[src/rtl/adc_pkg.sv]
// rtl/adc_pkg.sv - shared types and constants for the ADC frame uplink
package adc_pkg;

  localparam int unsigned ADC_W      = 8;
  localparam int unsigned FIFO_DEPTH = 4096;
  localparam logic [7:0]  SYNC_BYTE  = 8'hA5;

  typedef enum logic [2:0] {
    IDLE, HDR, RD, CAP, SEND, TAIL, FLUSH, REARM
  } state_t;

  // Clock cycles per UART bit, rounded to nearest.
  function automatic int unsigned baud_div(input int unsigned clk_hz, input int unsigned baud);
    return (clk_hz + baud / 2) / baud;
  endfunction

endpackage

[src/rtl/adc_frame_uplink_uart.sv]
// rtl/adc_frame_uplink_uart.sv - UART 8N1 byte transmitter
module uart_byte_tx #(
  parameter int unsigned BAUD_DIV = 434
) (
  input  logic       Clk,
  input  logic       Reset_n,
  input  logic       tx_start,
  input  logic [7:0] tx_data,
  output logic       tx_busy,
  output logic       tx_done,
  output logic       uart_tx
);

  localparam int CW = (BAUD_DIV > 1) ? $clog2(BAUD_DIV) : 1;
  localparam logic [CW-1:0] DIV_LAST = CW'(BAUD_DIV - 1);

  logic          busy_q, busy_d;
  logic [CW-1:0] div_q, div_d;
  logic [3:0]    bit_q, bit_d;
  logic [8:0]    sh_q, sh_d;
  logic          line_q, line_d;

  // Bit 0 is the start bit, bits 1..8 data LSB first, bit 9 the stop bit.
  always_comb begin
    busy_d = busy_q;
    div_d  = div_q;
    bit_d  = bit_q;
    sh_d   = sh_q;
    line_d = line_q;
    if (!busy_q) begin
      if (tx_start) begin
        busy_d = 1'b1;
        div_d  = '0;
        bit_d  = 4'd0;
        sh_d   = {1'b1, tx_data};
        line_d = 1'b0;
      end
    end else if (div_q == DIV_LAST) begin
      div_d = '0;
      if (bit_q == 4'd9) begin
        busy_d = 1'b0;
        line_d = 1'b1;
      end else begin
        line_d = sh_q[0];
        sh_d   = {1'b1, sh_q[8:1]};
        bit_d  = bit_q + 4'd1;
      end
    end else begin
      div_d = div_q + 1'b1;
    end
  end

  // Transmitter state registers; line idles high.
  always_ff @(posedge Clk or negedge Reset_n) begin
    if (!Reset_n) begin
      busy_q <= 1'b0;
      div_q  <= '0;
      bit_q  <= 4'd0;
      sh_q   <= '1;
      line_q <= 1'b1;
    end else begin
      busy_q <= busy_d;
      div_q  <= div_d;
      bit_q  <= bit_d;
      sh_q   <= sh_d;
      line_q <= line_d;
    end
  end

  // Done fires in the last stop-bit cycle so the next byte can follow closely.
  assign tx_done = busy_q && (bit_q == 4'd9) && (div_q == DIV_LAST);
  assign tx_busy = busy_q;
  assign uart_tx = line_q;

endmodule

[src/rtl/adc_frame_uplink.sv]
// rtl/adc_frame_uplink.sv - drains the capture FIFO and ships one UART frame
module adc_frame_uplink
  import adc_pkg::*;
#(
  parameter int unsigned CLK_FREQ  = 50_000_000,
  parameter int unsigned BAUD      = 115200,
  parameter int unsigned FRAME_LEN = FIFO_DEPTH,
  parameter logic [7:0]  CH_ID     = 8'h00,
  parameter logic [7:0]  SYNC      = SYNC_BYTE
) (
  input  logic             Clk,
  input  logic             Reset_n,
  input  logic             ADC_end,
  input  logic             empty,
  input  logic [ADC_W-1:0] fifo_q,
  output logic             rdreq,
  output logic             ADC_bg,
  output logic             uart_tx,
  output logic             busy,
  output logic             underrun
);

  localparam int unsigned BAUD_DIV = baud_div(CLK_FREQ, BAUD);
  localparam logic [15:0] LEN16    = 16'(FRAME_LEN);

  state_t      state_q, state_d;
  logic [2:0]  hdr_idx_q, hdr_idx_d;
  logic [15:0] cnt_q, cnt_d;
  logic [7:0]  csum_q, csum_d;
  logic [7:0]  tx_byte_q, tx_byte_d;
  logic        tx_start_q, tx_start_d;
  logic        underrun_q, underrun_d;
  logic        abort_q, abort_d;
  logic        flush_ph_q, flush_ph_d;
  logic        adc_bg_q, adc_bg_d;
  logic        busy_q, busy_d;
  logic        tx_busy, tx_done, abort_now;

  function automatic logic [7:0] hdr_byte(input logic [1:0] idx);
    case (idx)
      2'd0:    return SYNC;
      2'd1:    return CH_ID;
      2'd2:    return LEN16[15:8];
      default: return LEN16[7:0];
    endcase
  endfunction

  // Capture abandoned mid-frame: remembered until the frame closes.
  assign abort_now = abort_q || (!ADC_end && (state_q inside {HDR, RD, CAP, SEND}));

  // Next-state logic for the frame sequencer.
  always_comb begin
    state_d    = state_q;
    hdr_idx_d  = hdr_idx_q;
    cnt_d      = cnt_q;
    csum_d     = csum_q;
    tx_byte_d  = tx_byte_q;
    tx_start_d = 1'b0;
    underrun_d = underrun_q;
    abort_d    = abort_now;
    flush_ph_d = flush_ph_q;
    if (abort_now) underrun_d = 1'b1;
    case (state_q)
      IDLE: if (ADC_end && !empty) begin
        cnt_d      = '0;
        csum_d     = '0;
        underrun_d = 1'b0;
        abort_d    = 1'b0;
        hdr_idx_d  = 3'd0;
        state_d    = HDR;
      end
      HDR: if (hdr_idx_q == 3'd4) begin
        if (tx_done) begin
          hdr_idx_d = 3'd0;
          state_d   = abort_now ? TAIL : RD;
        end
      end else if (!tx_busy && !tx_start_q) begin
        if (abort_now) begin
          hdr_idx_d = 3'd0;
          state_d   = TAIL;
        end else begin
          tx_byte_d  = hdr_byte(hdr_idx_q[1:0]);
          tx_start_d = 1'b1;
          hdr_idx_d  = hdr_idx_q + 3'd1;
        end
      end
      RD: if (abort_now) begin
        hdr_idx_d = 3'd0;
        state_d   = TAIL;
      end else if (!empty) begin
        state_d = CAP;
      end else begin
        underrun_d = 1'b1;
        tx_byte_d  = 8'h00;
        tx_start_d = 1'b1;
        state_d    = SEND;
      end
      CAP: begin
        tx_byte_d  = fifo_q;
        csum_d     = csum_q + fifo_q;
        tx_start_d = 1'b1;
        state_d    = SEND;
      end
      SEND: if (tx_done) begin
        cnt_d = cnt_q + 16'd1;
        if (abort_now || (cnt_d == LEN16)) begin
          hdr_idx_d = 3'd0;
          state_d   = TAIL;
        end else begin
          state_d = RD;
        end
      end
      TAIL: if (hdr_idx_q == 3'd0) begin
        if (!tx_busy && !tx_start_q) begin
          tx_byte_d  = csum_q;
          tx_start_d = 1'b1;
          hdr_idx_d  = 3'd1;
        end
      end else if (tx_done) begin
        flush_ph_d = 1'b0;
        state_d    = FLUSH;
      end
      FLUSH: begin
        flush_ph_d = !flush_ph_q;
        if (empty) state_d = REARM;
      end
      REARM: if (!ADC_end) state_d = IDLE;
      default: state_d = IDLE;
    endcase
    adc_bg_d = (state_d == REARM);
    busy_d   = (state_d != IDLE);
  end

  // Sequencer registers; reset aborts any frame in flight.
  always_ff @(posedge Clk or negedge Reset_n) begin
    if (!Reset_n) begin
      state_q    <= IDLE;
      hdr_idx_q  <= 3'd0;
      cnt_q      <= '0;
      csum_q     <= '0;
      tx_byte_q  <= '0;
      tx_start_q <= 1'b0;
      underrun_q <= 1'b0;
      abort_q    <= 1'b0;
      flush_ph_q <= 1'b0;
      adc_bg_q   <= 1'b0;
      busy_q     <= 1'b0;
    end else begin
      state_q    <= state_d;
      hdr_idx_q  <= hdr_idx_d;
      cnt_q      <= cnt_d;
      csum_q     <= csum_d;
      tx_byte_q  <= tx_byte_d;
      tx_start_q <= tx_start_d;
      underrun_q <= underrun_d;
      abort_q    <= abort_d;
      flush_ph_q <= flush_ph_d;
      adc_bg_q   <= adc_bg_d;
      busy_q     <= busy_d;
    end
  end

  // Reads are gated by the live empty flag so a read never hits an empty FIFO.
  assign rdreq    = !empty && (((state_q == RD) && !abort_now) ||
                               ((state_q == FLUSH) && !flush_ph_q));
  assign ADC_bg   = adc_bg_q;
  assign busy     = busy_q;
  assign underrun = underrun_q;

  uart_byte_tx #(.BAUD_DIV(BAUD_DIV)) u_tx (
    .Clk      (Clk),
    .Reset_n  (Reset_n),
    .tx_start (tx_start_q),
    .tx_data  (tx_byte_q),
    .tx_busy  (tx_busy),
    .tx_done  (tx_done),
    .uart_tx  (uart_tx)
  );

endmodule

[config.mk]
export PLATFORM = sky130hd
export DESIGN_NAME = adc_frame_uplink
export DESIGN_NICKNAME = d
export VERILOG_FILES = /design/src/rtl/adc_pkg.sv /design/src/rtl/adc_frame_uplink_uart.sv /design/src/rtl/adc_frame_uplink.sv
export SDC_FILE = /design/constraint.sdc
export NUM_CORES = 1
export LEC_CHECK = 0
export ABC_CLOCK_PERIOD_IN_PS = 2100
export CORE_UTILIZATION = 55
export CTS_CLUSTER_SIZE = 30
export DETAILED_ROUTE_END_ITERATION = 12
export PLACE_DENSITY_LB_ADDON = 0.05
export REMOVE_ABC_BUFFERS = 1
export SYNTH_ARGS = -nofsm -noshare
export SYNTH_HDL_FRONTEND = slang
export SYNTH_SLANG_ARGS = --single-unit
export TNS_END_PERCENT = 50
[constraint.sdc]
create_clock -name Clk -period 2.1 [get_ports Clk]
set_input_delay 0.525 -clock Clk [delete_from_list [all_inputs] [get_ports Clk]]
set_output_delay 0.525 -clock Clk [all_outputs]
set_load 0.005 [all_outputs]
; ---- After elaboration in Yosys (flattened, before gate mapping)
; Cells that the tools add are included.
[classes]
add_sub_neg = 5
n_eq_ne = 30
mux = 77
reduce_logical = 35
[op_table]
columns = operator, count
row1 = $mux W3, 24
row2 = $mux W8, 8
row3 = $mux W9, 7
row4 = $mux W16, 2
row5 = $pmux W16 S2, 1
row6 = $pmux W8 S2, 2
row7 = $pmux W8 S4, 1
row8 = $ne A2 B2 Y1 const B, 13
row9 = $pmux W3 S8, 1
row10 = $mux W1, 23
row11 = $eq A3 B3 Y1 const B, 6
row12 = $add A16 B1 Y16 const B, 1
row13 = $eq A16 B13 Y1 const B, 1
row14 = $mux W4, 4
row15 = $pmux W3 S5, 1
row16 = $add A9 B1 Y9 const B, 1
row17 = $eq A9 B9 Y1 const B, 1
row18 = $reduce_and A3 Y1, 3
row19 = $reduce_and A9 Y1, 1
row20 = $add A8 B8 Y8, 1
row21 = $logic_and A1 B1 Y1, 8
row22 = $reduce_and A8 Y1, 1
row23 = $reduce_bool A2 Y1, 4
row24 = $reduce_bool A4 Y1, 2
row25 = 18 further kinds, 30
[word_totals]
register_bits = 68
input_bits = 12
out_inout_bits = 5
elab_cells = 163

; ---- Longest topological paths before layout
[depth]
word_depth = 9
mapped_depth = 10
mapped_depth_nobuf = 9

; ---- Modules after synthesis
; From an unflattened synthesis, not the netlist that was laid out.
[unflattened]
hier_cells = 454
area_unflattened_um2 = 4219.0
[modules_own_cells]
columns = mod, instances, cells_per_inst, area_per_inst_um2, seq_area_each_um2
row1 = adc_frame_uplink, 1, 329, 2994.1, 1101.1
row2 = uart_byte_tx, 1, 125, 1224.9, 586.8

; ---- Least setup slack after synthesis
; OpenSTA, ideal clock, no wires.
[synth_timing]
path_type = input -> register
from = in fifo_q[1]
to = reg csum_q[7]
setup_ps = 79
arrival_time_ps = 2168
t_required_ps = 2021
slack_ps = -148
stages = 8
n_path_buf = 0
path_cell_list = ha_1 > a21o_1 > a21oi_1 > o21bai_1 > a2111oi_0 > nor3_1 > a21oi_1 > mux2i_1
[synth_between]
elab_chain_cells = 2
[synth_lines]
columns = item, line_no
row1 = start: declaration, adc_frame_uplink.sv:15  ; input logic [ADC_W-1:0] fifo_q,
row2 = $add A8 B8 Y8, adc_frame_uplink.sv:100  ; csum_d = csum_q + fifo_q;
row3 = $pmux W8 S2, adc_frame_uplink.sv:63  ; case (state_q)
row4 = end signal: assignment, adc_frame_uplink.sv:152  ; csum_q <= csum_d;
row5 = end: declaration, adc_frame_uplink.sv:29  ; logic [7:0] csum_q, csum_d;
; Every way passes these cells.
; A chain may end at the register's enable or synchronous reset.

; ---- Final worst setup path
[layout_timing]
from = reg state_q[2]
to = out rdreq
[layout_between]
elab_chain_cells = 8
word_cells_on_any_way = 13
cone_classes = eq/ne: 5 / reduce/logical: 8
[layout_lines]
columns = item, line_no
row1 = start: declaration, adc_frame_uplink.sv:26  ; state_t state_q, state_d;
row2 = start signal: assignment, adc_frame_uplink.sv:149  ; state_q <= state_d;
row3 = "$eq A3 B1 Y1, or another cell as far along", adc_frame_uplink.sv:49  ; assign abort_now = abort_q || (!ADC_end && (state_q inside {HDR, RD, CAP, SEND}));
row4 = $reduce_bool A4 Y1, adc_frame_uplink.sv:49
row5 = $logic_and A1 B1 Y1, adc_frame_uplink.sv:49
row6 = $logic_or A1 B1 Y1, adc_frame_uplink.sv:49
row7 = $logic_not A1 Y1, adc_frame_uplink.sv:164  ; assign rdreq = !empty && (((state_q == RD) && !abort_now) ||
row8 = $logic_and A1 B1 Y1, adc_frame_uplink.sv:164
row9 = $logic_or A1 B1 Y1 (*), adc_frame_uplink.sv:164
row10 = $logic_and A1 B1 Y1 (*), adc_frame_uplink.sv:164
row11 = end: declaration, adc_frame_uplink.sv:16  ; output logic rdreq,
; Every way passes the cells marked *; elsewhere a longest branch is shown, timed or not.

==> key figures <==
Outcome
  – Status: finished, violations left
  – Failing checks: negative setup slack

Cells and area
  – Most common cell after layout, fill and taps aside: buf_4
  – Commonest non-fill, non-tap cells in the layout: buf_4 (96), dfrtp_1 (58), nand2_1 (50), o21ai_0 (33), nor2_1 (29)
  – Antenna cell count: 0
  – Fraction of layout cells with a size suffix above 1: 35.3%
  – Synth-to-layout area growth: 36.8%
  – Count of non-filler cells in the finished layout: 672
  – Filler instances: 526
  – Final nets: 597

Power and ir drop
  – NetSw: 1.83 mW
  – Sw Share: 37.2%
  – Clk pwr share: 22.1%
  – Share of power burned in registers: 32.7%
  – Leakage power: 2.40 nW
  – Comb power frac: 45.2%
  – Int Pwr: 3.09 mW
  – Pwr Density: 866 mW/mm2
  – Design Power: 4.92 mW
  – VDD IR-drop max: 0.000738 V

Timing
  – Final period util: 113%
  – Final count of negative-setup-slack endpoints: 23
  – TNS Setup: -2.68 ns
  – Max Freq: 420 MHz
  – Final Hold Viols: 0
  – Min Tclk post-route: 2.38 ns
  – Setup slack after layout: -0.280 ns
  – Worst slew margin: 59.6%
  – Setup Skew: 0.00888 ns
  – Final Hold Slack: 0.176 ns
  – Unrepaired setup endpoints after global routing: yes
  – Slew @ Worst Pin: 0.603 ns
  – Max-slew violations: 0

Detailed routing
  – DRT Pass-1 Iters: 5
  – Vias: 3983
  – Drt wl/cell: 16.9 um
  – Antenna Nets Post-Route: 0
  – Initial drt markers: 295
  – Total routed wirelength: 11400 um
  – Vias/cell: 5.93
  – Drt drc: 0

Run
  – MaxCap Viol Count: 0

Clock tree
  – CTS tree: yes
  – H-tree depth: 3
  – Clk slew on worst S/H paths: 0.08 ns
  – Max Buffers Root-to-Sink: 2
  – Clock buffer count from CTS: 9
  – Root Driver: clkbuf_8
  – Skew-Pair Late Insertion Delay: 0.35 ns
  – Clk sinks: 67
  – Hold Buf Count CTS: 0

Critical path
  – Worst EP arrival: 1.86 ns
  – Crit start category: flop
  – Critical path class: flop to primary output
  – WP data required: 1.57 ns
  – CP Max Fanout: 2
  – Worst R2R Setup Slack: -0.22 ns
  – Setup crit end kind: primary output

Placed design
  – I/O Buffers: 16
  – Gpl congestion: 0.926
  – Hpwl dp: 7330 um
  – Placed cells: 638

Global route
  – Overflow after GRT: 0
  – Vias in the first global route: 3643
  – First-pass GRT wire length: 17500 um
  – Initial antenna violation count: 0
  – GR peak layer: met2
  – Met3 usage in global routing: 6.44%
  – Pin count of the biggest net entering global routing: 68
  – Met1 usage: 41.4%
  – Met2 usage: 44.9%
  – All-layer global routing usage: 29.4%

Yosys
  – Cell count after synthesis: 456
  – Main synth FF type: dfrtp_1
  – Post-synthesis async set-or-reset flop share: 100%
  – Syn avg cell area: 9.10 um2
  – Mapped Area: 0.00415 mm2
  – Yosys warns: 0
  – Yosys cell types: 76
  – Register bit total from synthesis: 67
  – Post-synthesis sequential area ratio: 40.7%
  – Number of synthesized flops with an enable pin: 0

Floorplanning
  – Cell Rows: 31
  – Initial Util: 56.9%
  – Die W: 88.9 um
  – Die Y: 88.9 um
  – Die area: 0.00790 mm2
  – Ports: 17
  – Placeable core region: 0.00729 mm2

Hold path
  – Hold/Removal Path Class: input pin to async pin
critical path: stages, from the launching register on:
cell     delay, ns
dfrtp_1       0.38
or3_4         0.40
a31o_4        0.23
mux2_4        0.26
nor3_2        0.11
buf_2         0.13
final timing paths:
path / startpoint / end / cells after the start
max reg2reg: state_q[2] / cnt_q[10] / 11
min: Reset_n / tx_byte_q[3] / 2
max in group asynchronous: Reset_n / u_tx.uart_tx / 2
min reg2reg: csum_q[7] / csum_q[7] / 1
min in group Clk: csum_q[7] / csum_q[7] / 1
max: state_q[2] / rdreq / 5
logic make-up after synthesis:
family	Yosys count	synth area share, %
and+or+nand+nor	180	22.6
buffers and inverters	40	4.16
muxes	9	2.47
adders and majority gates	17	5.30
DFF	67	40.7
AOI/OAI and AO/OA	127	21.4
xor gates and xnor gates	16	3.38
sequential cells by signal, indices dropped and copies added (netlist names):
signal	flops
state_q	3
busy	1
tx_byte_q	8
flush_ph_q	1
u_tx.sh_q	8
u_tx.tx_busy	1
ADC_bg	1
hdr_idx_q	3
u_tx.div_q	9
underrun	1
abort_q	1
csum_q	8
u_tx.uart_tx	1
cnt_q	16
u_tx.bit_q	4
tx_start_q	1
area by class of cell:
class / count / area [um2] / share of cell area (%)
multi-input cells: 351 / 2560 / 45.1
flip-flops and latches: 67 / 1690 / 29.7
repair buffers: 125 / 1060 / 18.6
clock buffers: 10 / 128 / 2.25
well taps: 99 / 124 / 2.18
clock inverters: 6 / 65.1 / 1.15
inverters: 14 / 52.6 / 0.925
power groups by stage:
stage / clock (mW) / sequential, mW / combinational [mW]
6_report: 1.09 / 1.61 / 2.22
2_1_floorplan: 0 / 1.66 / 0.923
3_3_place_gp: 0 / 1.62 / 1.78
3_5_place_dp: 0 / 1.63 / 1.81
5_1_grt: 1.16 / 1.63 / 2.37
4_1_cts: 1.10 / 1.61 / 2.02
cell usage after synthesis (3+ instances only):
master | n | area [um2]
ha_1 | 16 | 200
buf_1 | 3 | 11.3
clkbuf_1 | 12 | 45.0
or3_1 | 4 | 25.0
o221a_2 | 7 | 78.8
nor3_1 | 7 | 35.0
nand3_1 | 24 | 120
o21ai_1 | 4 | 20.0
buf_2 | 7 | 35.0
o21bai_1 | 3 | 22.5
a22oi_1 | 4 | 30.0
xor2_1 | 9 | 78.8
a21oi_1 | 18 | 90.1
nor2_1 | 35 | 131
a211oi_1 | 5 | 37.5
inv_1 | 14 | 52.6
o21ai_0 | 43 | 215
nand2_1 | 51 | 191
mux2_1 | 4 | 45.0
a311oi_1 | 5 | 43.8
nand3b_1 | 9 | 67.6
and2_1 | 4 | 25.0
nand4_1 | 9 | 56.3
nand2b_1 | 8 | 50.1
dfrtp_1 | 58 | 1450
and3_1 | 7 | 43.8
o31ai_1 | 5 | 37.5
dfstp_2 | 9 | 236
a31oi_1 | 7 | 43.8
xnor2_1 | 7 | 61.3
metal layers:
metal / vias to the layer above / share of wire (%)
li1: 1898 / -
met1: 1954 / 46
met2: 116 / 48
met3: 15 / 4.8
met4: 0 / 1.2
met5: - / 0
metrics by stage:
step	util [%]	cell area (um2)	setup WS [ns]
detailed placement	69.0	5030	-0.757
global placement	69.0	5030	-0.718
global route	77.9	5680	-0.340
finish	77.9	5680	-0.280
floorplan	-	4030	-0.173
CTS	74.5	5430	-0.354
repair_timing:
item                                    4_1_cts  5_1_grt
pin swaps                                    16        8
hold endpoints to repair                      0        0
endpoints found under the setup margin       34       47
resized for setup                            36       50
buffers inserted                             11        4
gates cloned                                  1        2
Power figures use the tool's default switching activity.
